===== config.mk =====
export PLATFORM = sky130hd
export DESIGN_NAME = seq_bitgen
export DESIGN_NICKNAME = d
export VERILOG_FILES = /design/src/rtl/seq_pkg.sv /design/src/rtl/seq_pat_match.sv /design/src/rtl/seq_bitgen.sv
export SDC_FILE = /design/constraint.sdc
export NUM_CORES = 1
export LEC_CHECK = 0
export BUFFER_PORTS_ARGS = -buffer_cell sky130_fd_sc_hd__buf_4
export CORE_ASPECT_RATIO = 0.75
export CORE_MARGIN = 3
export CORE_UTILIZATION = 30
export CTS_BUF_LIST = sky130_fd_sc_hd__clkbuf_8
export DETAILED_ROUTE_END_ITERATION = 10
export PLACE_DENSITY = 0.48
export SYNTH_ARGS = -nofsm -noshare
export SYNTH_HDL_FRONTEND = slang
export SYNTH_SLANG_ARGS = --single-unit

===== constraint.sdc =====
create_clock -name clk -period 1.9 [get_ports clk]
set_clock_uncertainty 0.1 [all_clocks]
set_input_delay 0.095 -clock clk [delete_from_list [all_inputs] [get_ports clk]]
set_output_delay 0.095 -clock clk [all_outputs]
set_load 0.05 [all_outputs]

===== src/rtl/seq_pkg.sv =====
// seq_pkg: FSM encoding and default stream/pattern geometry shared by the generator and detector
package seq_pkg;
    typedef enum logic [1:0] {IDLE, SHIFT, GAP} state_t;
    localparam int SEQ_WORD_W = 8;
    localparam int SEQ_PAT_W = 4;
    localparam logic [SEQ_PAT_W-1:0] SEQ_PATTERN = 4'b1011;
endpackage


===== src/rtl/seq_pat_match.sv =====
// seq_pat_match: tracks valid bits in a history register, flags PATTERN and counts hits with saturation
module seq_pat_match
    import seq_pkg::*;
#(
    parameter int PAT_W = SEQ_PAT_W,
    parameter logic [PAT_W-1:0] PATTERN = SEQ_PATTERN,
    parameter int CNT_W = 16
) (
    input  logic             clk,
    input  logic             rst,
    input  logic             bit_vld,
    input  logic             bit_in,
    output logic             pat_hit,
    output logic [CNT_W-1:0] pat_cnt
);
    localparam int FW = $clog2(PAT_W + 1);
    logic [PAT_W-1:0] hist, hist_n;
    logic [FW-1:0] fill;
    always_comb hist_n = {hist[PAT_W-2:0], bit_in};
    // fill keeps reset-cleared history from matching patterns that start with zeros
    always_ff @(posedge clk) begin
        if (rst) begin
            hist    <= '0;
            fill    <= '0;
            pat_hit <= 1'b0;
            pat_cnt <= '0;
        end else begin
            pat_hit <= bit_vld && fill >= FW'(PAT_W - 1) && hist_n == PATTERN;
            if (bit_vld) hist <= hist_n;
            if (bit_vld && fill != FW'(PAT_W)) fill <= fill + 1'b1;
            if (pat_hit && pat_cnt != '1) pat_cnt <= pat_cnt + 1'b1;
        end
    end
endmodule


===== src/rtl/seq_bitgen.sv =====
// seq_bitgen: shifts handshaked words out MSB-first with per-word idle gaps and a reference pattern matcher
module seq_bitgen
    import seq_pkg::*;
#(
    parameter int WORD_W = SEQ_WORD_W,
    parameter int GAP_W = 4,
    parameter int PAT_W = SEQ_PAT_W,
    parameter logic [PAT_W-1:0] PATTERN = SEQ_PATTERN,
    parameter int CNT_W = 16
) (
    input  logic              clk,
    input  logic              rst,
    input  logic              en,
    input  logic              word_vld,
    output logic              word_rdy,
    input  logic [WORD_W-1:0] word_in,
    input  logic [GAP_W-1:0]  gap_in,
    output logic              dout,
    output logic              dout_vld,
    output logic              busy,
    output logic              pat_hit,
    output logic [CNT_W-1:0]  pat_cnt
);
    localparam int IW = $clog2(WORD_W + 1);
    state_t state, state_n;
    logic [WORD_W-1:0] hold_word, sh, sh_n;
    logic [GAP_W-1:0] hold_gap, gap_cnt, gap_n;
    logic [IW-1:0] idx, idx_n;
    logic hold_full, take, emit, bit_n, accept;
    assign accept = word_vld && word_rdy;
    assign word_rdy = !hold_full;
    assign busy = hold_full || state != IDLE;
    // end of a word (or of its gap) falls through to the load/idle decision, giving back-to-back words
    always_comb begin
        state_n = state;
        sh_n = sh;
        idx_n = idx;
        gap_n = gap_cnt;
        take = 1'b0;
        emit = 1'b0;
        bit_n = 1'b0;
        if (en) begin
            if (state == SHIFT && idx != IW'(WORD_W)) begin
                emit = 1'b1;
                bit_n = sh[WORD_W-1];
                sh_n = sh << 1;
                idx_n = idx + 1'b1;
            end else if (state == SHIFT && gap_cnt != '0) begin
                state_n = GAP;
                gap_n = gap_cnt - 1'b1;
            end else if (state == GAP && gap_cnt != '0) begin
                gap_n = gap_cnt - 1'b1;
            end else if (hold_full) begin
                take = 1'b1;
                emit = 1'b1;
                bit_n = hold_word[WORD_W-1];
                sh_n = hold_word << 1;
                idx_n = IW'(1);
                gap_n = hold_gap;
                state_n = SHIFT;
            end else begin
                state_n = IDLE;
            end
        end
    end
    always_ff @(posedge clk) begin
        if (rst) begin
            state     <= IDLE;
            sh        <= '0;
            idx       <= '0;
            gap_cnt   <= '0;
            hold_word <= '0;
            hold_gap  <= '0;
            hold_full <= 1'b0;
            dout      <= 1'b0;
            dout_vld  <= 1'b0;
        end else begin
            state     <= state_n;
            sh        <= sh_n;
            idx       <= idx_n;
            gap_cnt   <= gap_n;
            dout      <= bit_n;
            dout_vld  <= emit;
            hold_full <= accept || (hold_full && !take);
            if (accept) hold_word <= word_in;
            if (accept) hold_gap <= gap_in;
        end
    end
    seq_pat_match #(.PAT_W(PAT_W), .PATTERN(PATTERN), .CNT_W(CNT_W)) u_match (
        .clk     (clk),
        .rst     (rst),
        .bit_vld (emit),
        .bit_in  (bit_n),
        .pat_hit (pat_hit),
        .pat_cnt (pat_cnt)
    );
endmodule

==> impl_metrics.env, run 1 <==
export IMPL_status="complete, but fails checks"
export IMPL_violations="negative setup slack"
export IMPL_diodes=0
export IMPL_hold_viol=0
export IMPL_start_util=0.3207
export IMPL_drc_errors=0
export IMPL_rsz0062_at_grt="true"
export IMPL_die_w_um=117.9
export IMPL_slew_headroom=0.4753
export IMPL_avgSynthCellArea_um2=8.535
export IMPL_criticalPathCategory="flop to flop"
export IMPL_hpwl_um=5234
export IMPL_leakagePower_nw=1.449
export IMPL_cp_cell_sequence="inv_2 -> ha_4 -> or3b_4 -> a21oi_4 -> buf_12 -> a31oi_4 -> a2111oi_4"
export IMPL_dieArea_um2=10600
export IMPL_gr_total_overflow=0
export IMPL_grt_max_degree=54
export IMPL_ir_drop_v=0.0002976
export IMPL_ys_warn_count=0
export IMPL_clkTransAtPathRegs_ns=0.11
export IMPL_ant_nets=0
export IMPL_drt_total_wl_um=7615
export IMPL_core_area_um2=8781
export IMPL_critPathMaxStageDelay_ns=0.41
export IMPL_fmax_mhz=515.2
export IMPL_cts_path_max_buffers=2
export IMPL_crit_fanout=7
export IMPL_setup_viol_count_final=1
export IMPL_grt_pass1_wl_um=12500
export IMPL_pwr_share_seq=0.489
export IMPL_p_sw_mw=0.6122
export IMPL_cp_slowest_cell="or3b_4"
export IMPL_internal_power_mw=1.870
export IMPL_synth_area_leader_cell="dfxtp_1"
export IMPL_yosysSeqAreaShare=0.3909
export IMPL_cts_buffers=5
export IMPL_yosysMostFrequentCell="dfxtp_1"
export IMPL_worst_slack_ns=-0.04096
export IMPL_clkPwrFrac=0.370
export IMPL_p_total_mw=2.482
export IMPL_clock_sinks=55
export IMPL_synth_cell_types=59
export IMPL_ys_seq_elements=55
export IMPL_drtIter0Drc=111
export IMPL_io_buffer_count=36
export IMPL_swShare=0.2466
export IMPL_tightest_slew_ns=0.7854
export IMPL_synthDominantCellAreaShare=0.3909
export IMPL_grt_use_total=0.1404
export IMPL_synthArstFlopShare=0
export IMPL_placed_cells=504
export IMPL_vias_per_cell=4.955
export IMPL_synth_common_cells="dfxtp_1, nand2_1, a21oi_1, nand3_1, o21ai_0"
export IMPL_synth_area_um2=2816
export IMPL_io_pins=37
export IMPL_drt_first_pass_iters=4
export IMPL_synth_ff_type="dfxtp_1"
export IMPL_die_h_um=89.91
export IMPL_worst_setup_path_start_kind="flop"
export IMPL_hold_class="input port to flop"
export IMPL_cts_max_level=2
export IMPL_slew_viol_final=0
export IMPL_layout_drive_gt1_share=0.3170
export IMPL_synth_enable_flop_cells=0
export IMPL_antenna_found_initial=0
export IMPL_num_rows=29
export IMPL_max_cap_viol_count=0
export IMPL_period_minus_slack_ns=1.941
export IMPL_fin_cells=531
export IMPL_synthesis_instances=330
export IMPL_whs_ns=0.07442
export IMPL_nets=429
export IMPL_clk_latency_ns=0.31
export IMPL_synth_top_cells_by_area="dfxtp_1, nand2_1, a21oi_1"
export IMPL_r2r_cells=7
export IMPL_min_path_cells=3
export IMPL_synth_nets=353
export IMPL_dr_total_vias=2631
export IMPL_tritoncts="yes"
export IMPL_grt_pass1_vias=2466
export IMPL_fin_crit_sh=1.022
export IMPL_arrival_ns=2.05
export IMPL_combPwrFrac=0.140
export IMPL_clock_tree_root_cell="clkbuf_8"
export IMPL_wl_per_cell_um=14.34
export IMPL_place_congestion=0.7983
export IMPL_cp_end_kind="flop"
export IMPL_worstPathRequired_ns=2.01
export IMPL_power_density_nw_per_um2=645.7
export IMPL_area_delta_synth_final_pct=36.52
kinds of logic after synthesis:
family	Yosys count	share of synthesized area
simple gates	131	0.2443
compound gates	89	0.2164
flops	55	0.3909
buf+inv	35	0.06752
mux	11	0.04087
fa+ha+maj	7	0.03110
xor+xnor	2	0.008887
power groups by stage:
stage          registers (mW)  clock network (mW)  logic, mW
2_1_floorplan            1.24                   0      0.191
3_3_place_gp             1.24                   0      0.286
3_5_place_dp             1.24                   0      0.288
4_1_cts                  1.21               0.945      0.328
5_1_grt                  1.22               0.995      0.383
6_report                 1.21               0.919      0.349
registers in the layout, indices dropped and copies added, names as in the netlist:
register / flops
dout: 1
dout_vld: 1
gap_cnt: 4
hold_full: 1
hold_gap: 4
hold_word: 8
idx: 4
sh: 7
state: 2
u_match.fill: 3
u_match.hist: 3
u_match.pat_cnt: 16
u_match.pat_hit: 1
cell usage in the layout (no fill, tap or decap), types with 5 or more instances in the layout:
cell type	count
a211oi_1	6
a21oi_1	27
and3_1	5
buf_4	73
clkbuf_8	5
dfxtp_1	37
dfxtp_2	18
dlygate4sd3_1	13
ha_1	5
inv_1	14
mux2i_1	7
nand2_1	47
nand3_1	16
nand4_1	6
nor2_1	13
nor2b_1	7
nor3_1	6
o2111a_1	5
o21ai_0	15
or3_1	5
per-stage QoR:
| step | worst slack (ns) | cell area [um^2] | util | setup TNS [ns] |
|---|---|---|---|---|
| 2_1_floorplan | 0.02861 | 2848 | - | 0 |
| 3_3_place_gp | -0.02516 | 3407 | 0.3880 | -0.02766 |
| 3_5_place_dp | -0.05689 | 3407 | 0.3880 | -0.2494 |
| 4_1_cts | 0.01069 | 3730 | 0.4248 | 0 |
| 5_1_grt | -0.07357 | 3845 | 0.4379 | -0.09473 |
| 6_report | -0.04096 | 3845 | 0.4379 | -0.04096 |
routing by layer:
layer  vias to the layer above  GRT usage  part of all wire
met4                         0    0.02341            0.0033
li1                       1362          -                 -
met2                        29     0.2080              0.43
met5                         -          0                 0
met3                         2    0.02447             0.028
met1                      1238     0.2147              0.54
critical path: cells and delay by family (launching register included):
family | cells | cell delay (ns)
flip-flops | 1 | 0.34
adder cells (fa/ha/maj) | 1 | 0.13
buffers and inverters | 2 | 0.20
AO/OA/AOI/OAI | 3 | 0.65
AND/OR/NAND/NOR | 1 | 0.41
area by class of cell:
class | instances | area [um^2]
inverters | 15 | 56.30
multi-input cells | 240 | 1648
fillers | 909 | 4936
clock buffers | 5 | 68.82
repair buffers | 89 | 729.5
well taps | 124 | 155.1
flip-flops and latches | 55 | 1124
clock inverters | 3 | 63.81
worst paths after layout:
check | startpoint | end | slack [ns]
max | gap_cnt[1]$_SDFFE_PP0P_ | u_match.hist[0]$_SDFFE_PP0P_ | -0.04
min reg2reg | hold_word[6]$_SDFFE_PP0P_ | hold_word[6]$_SDFFE_PP0P_ | 0.36
min | en | state[1]$_SDFFE_PP0P_ | 0.07
max reg2reg | gap_cnt[1]$_SDFFE_PP0P_ | u_match.hist[0]$_SDFFE_PP0P_ | -0.04
timing repair:
item | in CTS | in global routing
hold buffers | 13 | 0
resized for setup | 7 | 19
buffers inserted | 2 | 4
pin swaps | 3 | 10
setup endpoints to repair | 14 | 28
endpoints found under the hold margin | 13 | 0
Note: power is estimated with default switching activity, not from simulation.
==> inputs of run 2 (changes only) <==
BUFFER_PORTS_ARGS = not set   (was -buffer_cell sky130_fd_sc_hd__buf_4)
DONT_BUFFER_PORTS = 1   (was not set)
PLACE_DENSITY = 0.44   (was 0.48)
==> run 2 against run 1 <==
The run ends with negative hold slack left. Non-clock buffer count down 23. Core utilization is 2.5 points lower. Sequential share of layout area rose by 1.8 points. Sequential power barely moved. Worst setup slack better by 0.091 ns. Highest routed layer unchanged. Largest cell class unchanged. Maximum frequency rose by 4.9%.
==> impl_metrics.env, run 2 (synthesized netlist as in run 1, its figures left out) <==
export IMPL_die_w_um=117.9
export IMPL_grt_max_degree=54
export IMPL_nets=406
export IMPL_antenna_found_initial=0
export IMPL_hpwl_um=5181
export IMPL_worst_setup_path_start_kind="flop"
export IMPL_violations="negative hold slack"
export IMPL_dieArea_um2=10600
export IMPL_ir_drop_v=0.0003580
export IMPL_cp_end_kind="flop"
export IMPL_r2r_cells=7
export IMPL_max_cap_viol_count=0
export IMPL_status="complete, but fails checks"
export IMPL_critPathMaxStageDelay_ns=0.45
export IMPL_tightest_slew_ns=0.5317
export IMPL_criticalPathCategory="flop to flop"
export IMPL_drt_first_pass_iters=4
export IMPL_leakagePower_nw=1.296
export IMPL_cts_buffers=5
export IMPL_top_regs="u_match.pat_cnt: 16 flops, hold_word: 8 flops, sh: 7 flops"
export IMPL_grt_pass1_vias=2375
export IMPL_slew_headroom=0.6450
export IMPL_cts_hold_buf=18
export IMPL_r2r_end="gap_cnt[1]$_SDFFE_PP0P_"
export IMPL_drt_total_wl_um=7550
export IMPL_start_util=0.3207
export IMPL_drtIter0Drc=122
export IMPL_setup_viol_count_final=0
export IMPL_period_minus_slack_ns=1.850
export IMPL_fin_crit_sh=0.9738
export IMPL_arrival_ns=2.00
export IMPL_min_to="state[1]$_SDFFE_PP0P_"
export IMPL_layout_commonest_cell="nand2_1"
export IMPL_rsz0062_at_grt="true"
export IMPL_cts_max_level=2
export IMPL_grt_pass1_wl_um=12660
export IMPL_io_pins=37
export IMPL_grt_use_total=0.1454
export IMPL_power_density_nw_per_um2=622.9
export IMPL_min_path_cells=2
export IMPL_worstReg2RegStart="gap_cnt[0]$_SDFFE_PP0P_"
export IMPL_crit_fanout=5
export IMPL_vias_per_cell=5.065
export IMPL_hold_class="input port to flop"
export IMPL_clkTransAtPathRegs_ns=0.10
export IMPL_num_rows=29
export IMPL_fin_cells=509
export IMPL_layout_common_cells="nand2_1, buf_4, dfxtp_1, a21oi_1, dfxtp_2"
export IMPL_hold_viol=15
export IMPL_layout_drive_gt1_share=0.2734
export IMPL_die_h_um=89.91
export IMPL_io_buffer_count=0
export IMPL_worstPathRequired_ns=2.05
export IMPL_tritoncts="yes"
export IMPL_fmax_mhz=540.5
export IMPL_drc_errors=0
export IMPL_whs_ns=-0.1691
export IMPL_cp_cell_sequence="inv_2 -> ha_4 -> or3b_4 -> buf_6 -> nand3_2 -> or4b_4 -> a21oi_2"
export IMPL_top_register="u_match.pat_cnt"
export IMPL_core_area_um2=8781
export IMPL_ant_nets=0
export IMPL_rrSetupSlack_ns=0.05
export IMPL_slew_viol_final=0
export IMPL_hp_start="en"
export IMPL_clk_latency_ns=0.32
export IMPL_clock_sinks=55
export IMPL_place_congestion=0.7684
export IMPL_area_delta_synth_final_pct=28.70
export IMPL_largest_reg_flops=16
export IMPL_wl_per_cell_um=14.83
export IMPL_cts_path_max_buffers=2
export IMPL_placed_cells=479
export IMPL_clock_tree_root_cell="clkbuf_8"
export IMPL_cp_slowest_cell="or4b_4"
export IMPL_dr_total_vias=2578
export IMPL_gr_total_overflow=0
export IMPL_n_fill_cell=917
==> run 2: changes by cell type in the layout (fill, tap and decap cells not counted), sizes merged <==
cell / delta
clkinv: +1
bufinv: -2
buf: -27
diode: +1
clkbuf: +1
dlygate4sd3: +4
==> run 2: worst max path at each step <==
stage / end / cells past startpoint / slack (ns) / from
floorplan: u_match.hist[0]$_SDFFE_PP0P_ / 8 / 0.03 / idx[0]$_SDFFE_PP0P_
global route: gap_cnt[1]$_SDFFE_PP0P_ / 7 / -0.01 / gap_cnt[1]$_SDFFE_PP0P_
global placement: gap_cnt[1]$_SDFFE_PP0P_ / 7 / -0.02 / gap_cnt[0]$_SDFFE_PP0P_
CTS: u_match.hist[0]$_SDFFE_PP0P_ / 8 / 0.001 / gap_cnt[1]$_SDFFE_PP0P_
detailed placement: u_match.hist[0]$_SDFFE_PP0P_ / 7 / -0.05 / gap_cnt[0]$_SDFFE_PP0P_
finish: gap_cnt[1]$_SDFFE_PP0P_ / 7 / 0.05 / gap_cnt[0]$_SDFFE_PP0P_
==> run 2: layout make-up <==
class                           instances  area, um^2  area share
Multi-Input combinational cell        240        1605      0.4429
Tap cell                              124       155.1     0.04280
Clock buffer                            6       82.58     0.02278
Sequential cell                        55        1125      0.3103
Clock inverter                          2       20.02    0.005523
Inverter                               15       56.30     0.01553
Timing Repair Buffer                   66       578.1      0.1595
Antenna cell                            1       2.502   0.0006904
==> run 2: per-stage QoR <==
step,power (mW),setup WS [ns],util,instance area [um^2],setup TNS (ns)
global placement,1.469,-0.01928,0.3652,3207,-0.03044
finish,2.258,0.04976,0.4128,3625,0
CTS,2.285,0.001283,0.4058,3563,0
floorplan,1.426,0.02861,-,2848,0
global route,2.372,-0.01004,0.4125,3622,-0.01275
detailed placement,1.471,-0.05044,0.3652,3207,-0.2445
==> run 2: layer usage <==
metal / up-vias / part of all wire / track usage
li1: 1318 / - / -
met1: 1220 / 0.55 / 0.2318
met2: 32 / 0.40 / 0.1860
met3: 8 / 0.033 / 0.03325
met4: 0 / 0.014 / 0.04780
met5: - / 0 / 0
==> run 2: power by group <==
group | internal, mW | switching (mW)
Combinational | 0.137 | 0.165
Sequential | 1.19 | 0.0307
Clock | 0.309 | 0.428
==> run 2: critical path: cells and delay by family, from the launching register on <==
| family | cells | cell delay, ns |
|---|---|---|
| AOI/OAI and AO/OA | 1 | 0.12 |
| DFF | 1 | 0.34 |
| buffers and inverters | 2 | 0.21 |
| adders and majority gates | 1 | 0.13 |
| and+or+nand+nor | 3 | 0.89 |
==> run 2: what timing repair did <==
| action | CTS | global route |
|---|---|---|
| endpoints found under the setup margin | 10 | 20 |
| buffers inserted | 2 | 1 |
| gates cloned | 0 | 0 |
| gates resized for setup | 7 | 15 |
| pin swaps | 2 | 5 |
| endpoints found under the hold margin | 52 | 14 |
==> inputs of run 3 (changes only) <==
ABC_CLOCK_PERIOD_IN_PS = 1900   (was not set)
SYNTH_HIERARCHICAL = 1   (was not set)
==> run 3 against run 2 <==
The run ends with negative hold slack, negative setup slack left. Worst setup slack lost 0.060 ns. Power grew 1.5%. Largest cell class unchanged. Largest power group unchanged. Via count shrank 11%. Die area shrank 4.9%. Worst hold slack lost 0.090 ns.
==> impl_metrics.env, run 3 <==
export IMPL_cp_end_kind="flop"
export IMPL_fmax_mhz=523.4
export IMPL_cp_slowest_cell="or3b_4"
export IMPL_clock_tree_root_cell="clkbuf_8"
export IMPL_layout_drive_gt1_share=0.2676
export IMPL_nets=362
export IMPL_clock_sinks=55
export IMPL_cts_max_level=2
export IMPL_clkTransAtPathRegs_ns=0.10
export IMPL_layout_common_cells="dfxtp_1, nand2_1, buf_4, a21oi_1, nor2_1"
export IMPL_synth_area_um2=2670
export IMPL_design_area_um2=3324
export IMPL_layout_commonest_cell="dfxtp_1"
export IMPL_synthDominantCellAreaShare=0.4124
export IMPL_cts_hold_buf=9
export IMPL_drtIter0Drc=117
export IMPL_core_area_um2=8563
export IMPL_largest_reg_flops=16
export IMPL_r2r_cells=8
export IMPL_whs_ns=-0.2593
export IMPL_diodes=0
export IMPL_worstReg2RegStart="gap_cnt[1]$_SDFFE_PP0P_"
export IMPL_min_to="u_match/pat_cnt[12]$_SDFFE_PP0P_"
export IMPL_yosysSeqAreaShare=0.4124
export IMPL_grt_use_total=0.1350
export IMPL_critPathMaxStageDelay_ns=0.39
export IMPL_ys_seq_elements=55
export IMPL_fin_crit_sh=1.005
export IMPL_hpwl_um=4637
export IMPL_cts_path_max_buffers=2
export IMPL_dr_total_vias=2288
export IMPL_antenna_found_initial=0
export IMPL_worst_setup_path_start_kind="flop"
export IMPL_grt_pass1_vias=2087
export IMPL_setup_viol_count_final=2
export IMPL_crit_fanout=3
export IMPL_die_h_um=87.70
export IMPL_synth_common_cells="dfxtp_1, nand2_1, a21oi_1, inv_1, nor2_1"
export IMPL_hold_class="input port to flop"
export IMPL_grt_max_degree=54
export IMPL_avgSynthCellArea_um2=8.990
export IMPL_hp_start="rst"
export IMPL_arrival_ns=2.04
export IMPL_cts_buffers=5
export IMPL_min_path_cells=1
export IMPL_start_util=0.3118
export IMPL_synthArstFlopShare=0
export IMPL_wl_per_cell_um=14.73
export IMPL_drt_first_pass_iters=4
export IMPL_status="complete, but fails checks"
export IMPL_top_register="u_match/pat_cnt"
export IMPL_ant_nets=0
export IMPL_fin_tns_setup_ns=-0.01675
export IMPL_worst_slack_ns=-0.01044
export IMPL_rrSetupSlack_ns=-0.01
export IMPL_top_regs="u_match/pat_cnt: 16 flops, hold_word: 8 flops, sh: 7 flops"
export IMPL_drt_total_wl_um=6597
export IMPL_ir_drop_v=0.0002792
export IMPL_slew_viol_final=0
export IMPL_critical_path_top_delay_family="simple AND/OR/NAND/NOR gates"
export IMPL_num_rows=29
export IMPL_place_congestion=0.8469
export IMPL_dieArea_um2=10080
export IMPL_rsz0062_at_grt="true"
export IMPL_cp_cell_sequence="inv_2 -> ha_4 -> or3b_4 -> a21oi_4 -> nand3_2 -> a21oi_2 -> nand4b_1 -> nor4b_2"
export IMPL_io_pins=37
export IMPL_die_w_um=114.9
export IMPL_cp_num_buf_inv=1
export IMPL_synth_nets=320
export IMPL_clk_latency_ns=0.32
export IMPL_synth_area_leader_cell="dfxtp_1"
export IMPL_synth_cell_types=64
export IMPL_yosysMostFrequentCell="dfxtp_1"
export IMPL_gr_total_overflow=0
export IMPL_synth_enable_flop_cells=0
export IMPL_period_minus_slack_ns=1.910
export IMPL_grt_pass1_wl_um=10760
export IMPL_violations="negative hold slack, negative setup slack"
export IMPL_vias_per_cell=5.107
export IMPL_leakagePower_nw=1.234
export IMPL_worstPathRequired_ns=2.03
export IMPL_power_density_nw_per_um2=689.1
export IMPL_synthesis_instances=297
export IMPL_hold_viol=44
export IMPL_r2r_end="u_match/pat_hit$_SDFF_PP0_"
export IMPL_tritoncts="yes"
export IMPL_area_delta_synth_final_pct=24.51
export IMPL_tightest_slew_ns=0.4839
export IMPL_synth_ff_type="dfxtp_1"
export IMPL_placed_area_um2=3077
export IMPL_final_core_util=0.3882
export IMPL_max_cap_viol_count=0
export IMPL_io_buffer_count=0
export IMPL_criticalPathCategory="flop to flop"
export IMPL_drc_errors=0
export IMPL_slew_headroom=0.6769
export IMPL_synth_top_cells_by_area="dfxtp_1, a21oi_1, nand2_1"
export IMPL_ys_warn_count=6
[run 3: worst max-delay path by stage]
stage / startpoint / endpoint / slack [ns] / cells past startpoint
global placement: gap_cnt[1]$_SDFFE_PP0P_ / u_match/pat_hit$_SDFF_PP0_ / -0.05 / 8
detailed placement: gap_cnt[1]$_SDFFE_PP0P_ / u_match/pat_hit$_SDFF_PP0_ / -0.09 / 8
finish: gap_cnt[1]$_SDFFE_PP0P_ / u_match/pat_hit$_SDFF_PP0_ / -0.01 / 8
CTS: gap_cnt[1]$_SDFFE_PP0P_ / u_match/pat_hit$_SDFF_PP0_ / -0.003 / 8
floorplan: gap_cnt[1]$_SDFFE_PP0P_ / u_match/fill[1]$_SDFFE_PP0P_ / -0.24 / 11
global route: gap_cnt[1]$_SDFFE_PP0P_ / u_match/pat_hit$_SDFF_PP0_ / -0.09 / 8
[run 3: logic make-up (layout without fill, tap and decap cells)]
group                      count (synthesis)  count (layout)  share of synthesized area
AOI/OAI and AO/OA                         83              83                     0.2240
xor gates and xnor gates                   4               4                    0.01312
adders and majority gates                  7               7                    0.03280
buffers and inverters                     29              72                    0.04780
DFF                                       55              55                     0.4124
muxes                                     10              10                    0.04030
and+or+nand+nor                          109             109                     0.2296
[run 3: worst register-to-register path, stage by stage (launching register included)]
cell and delay [ns]:
dfxtp_2 0.34, inv_2 0.06, ha_4 0.14, or3b_4 0.39, a21oi_4 0.18, nand3_2 0.11
a21oi_2 0.14, nand4b_1 0.14, nor4b_2 0.25
[run 3: repair_timing]
item,in CTS,in global routing
gates resized for setup,3,2
hold endpoints to repair,49,44
buffers inserted,0,2
setup endpoints to repair,4,12
pin swaps,5,2
[run 3: stage by stage]
step	hold slack [ns]	setup WS (ns)	instances	power, mW
final	-0.2593	-0.01044	448	2.291
after global routing	-0.2978	-0.09145	448	2.407
after floorplan	0.1310	-0.2382	297	1.429
after detailed placement	0.06441	-0.08704	429	1.493
after CTS	-0.2901	-0.003328	446	2.333
after global placement	0.06209	-0.04824	429	1.494
[run 3: per-layer routing]
metal	GRT usage	share of wire	routed length (um)	vias to the layer above
met5	0	0	0	-
met4	0.03518	0.0089	59	0
met3	0.03315	0.057	378	7
met2	0.1822	0.39	2599	51
met1	0.2100	0.54	3559	1064
li1	-	-	-	1166
[run 3: layout make-up]
cell class / instances / area, um^2
multi-input combinational: 213 / 1500
fill: 877 / 5239
sequential: 55 / 1119
tap: 108 / 135.1
inverter: 16 / 60.06
clock buffer: 5 / 68.82
timing repair buffer: 48 / 395.4
clock inverter: 3 / 46.29
[run 3: power breakdown]
| group | switching (mW) | total, mW | internal, mW | leakage [nW] |
|---|---|---|---|---|
| Sequential | 0.0296 | 1.22 | 1.19 | 0.454 |
| Combinational | 0.139 | 0.261 | 0.122 | 0.725 |
| Clock | 0.411 | 0.809 | 0.398 | 0.0548 |
| Total | 0.580 | 2.29 | 1.71 | 1.23 |
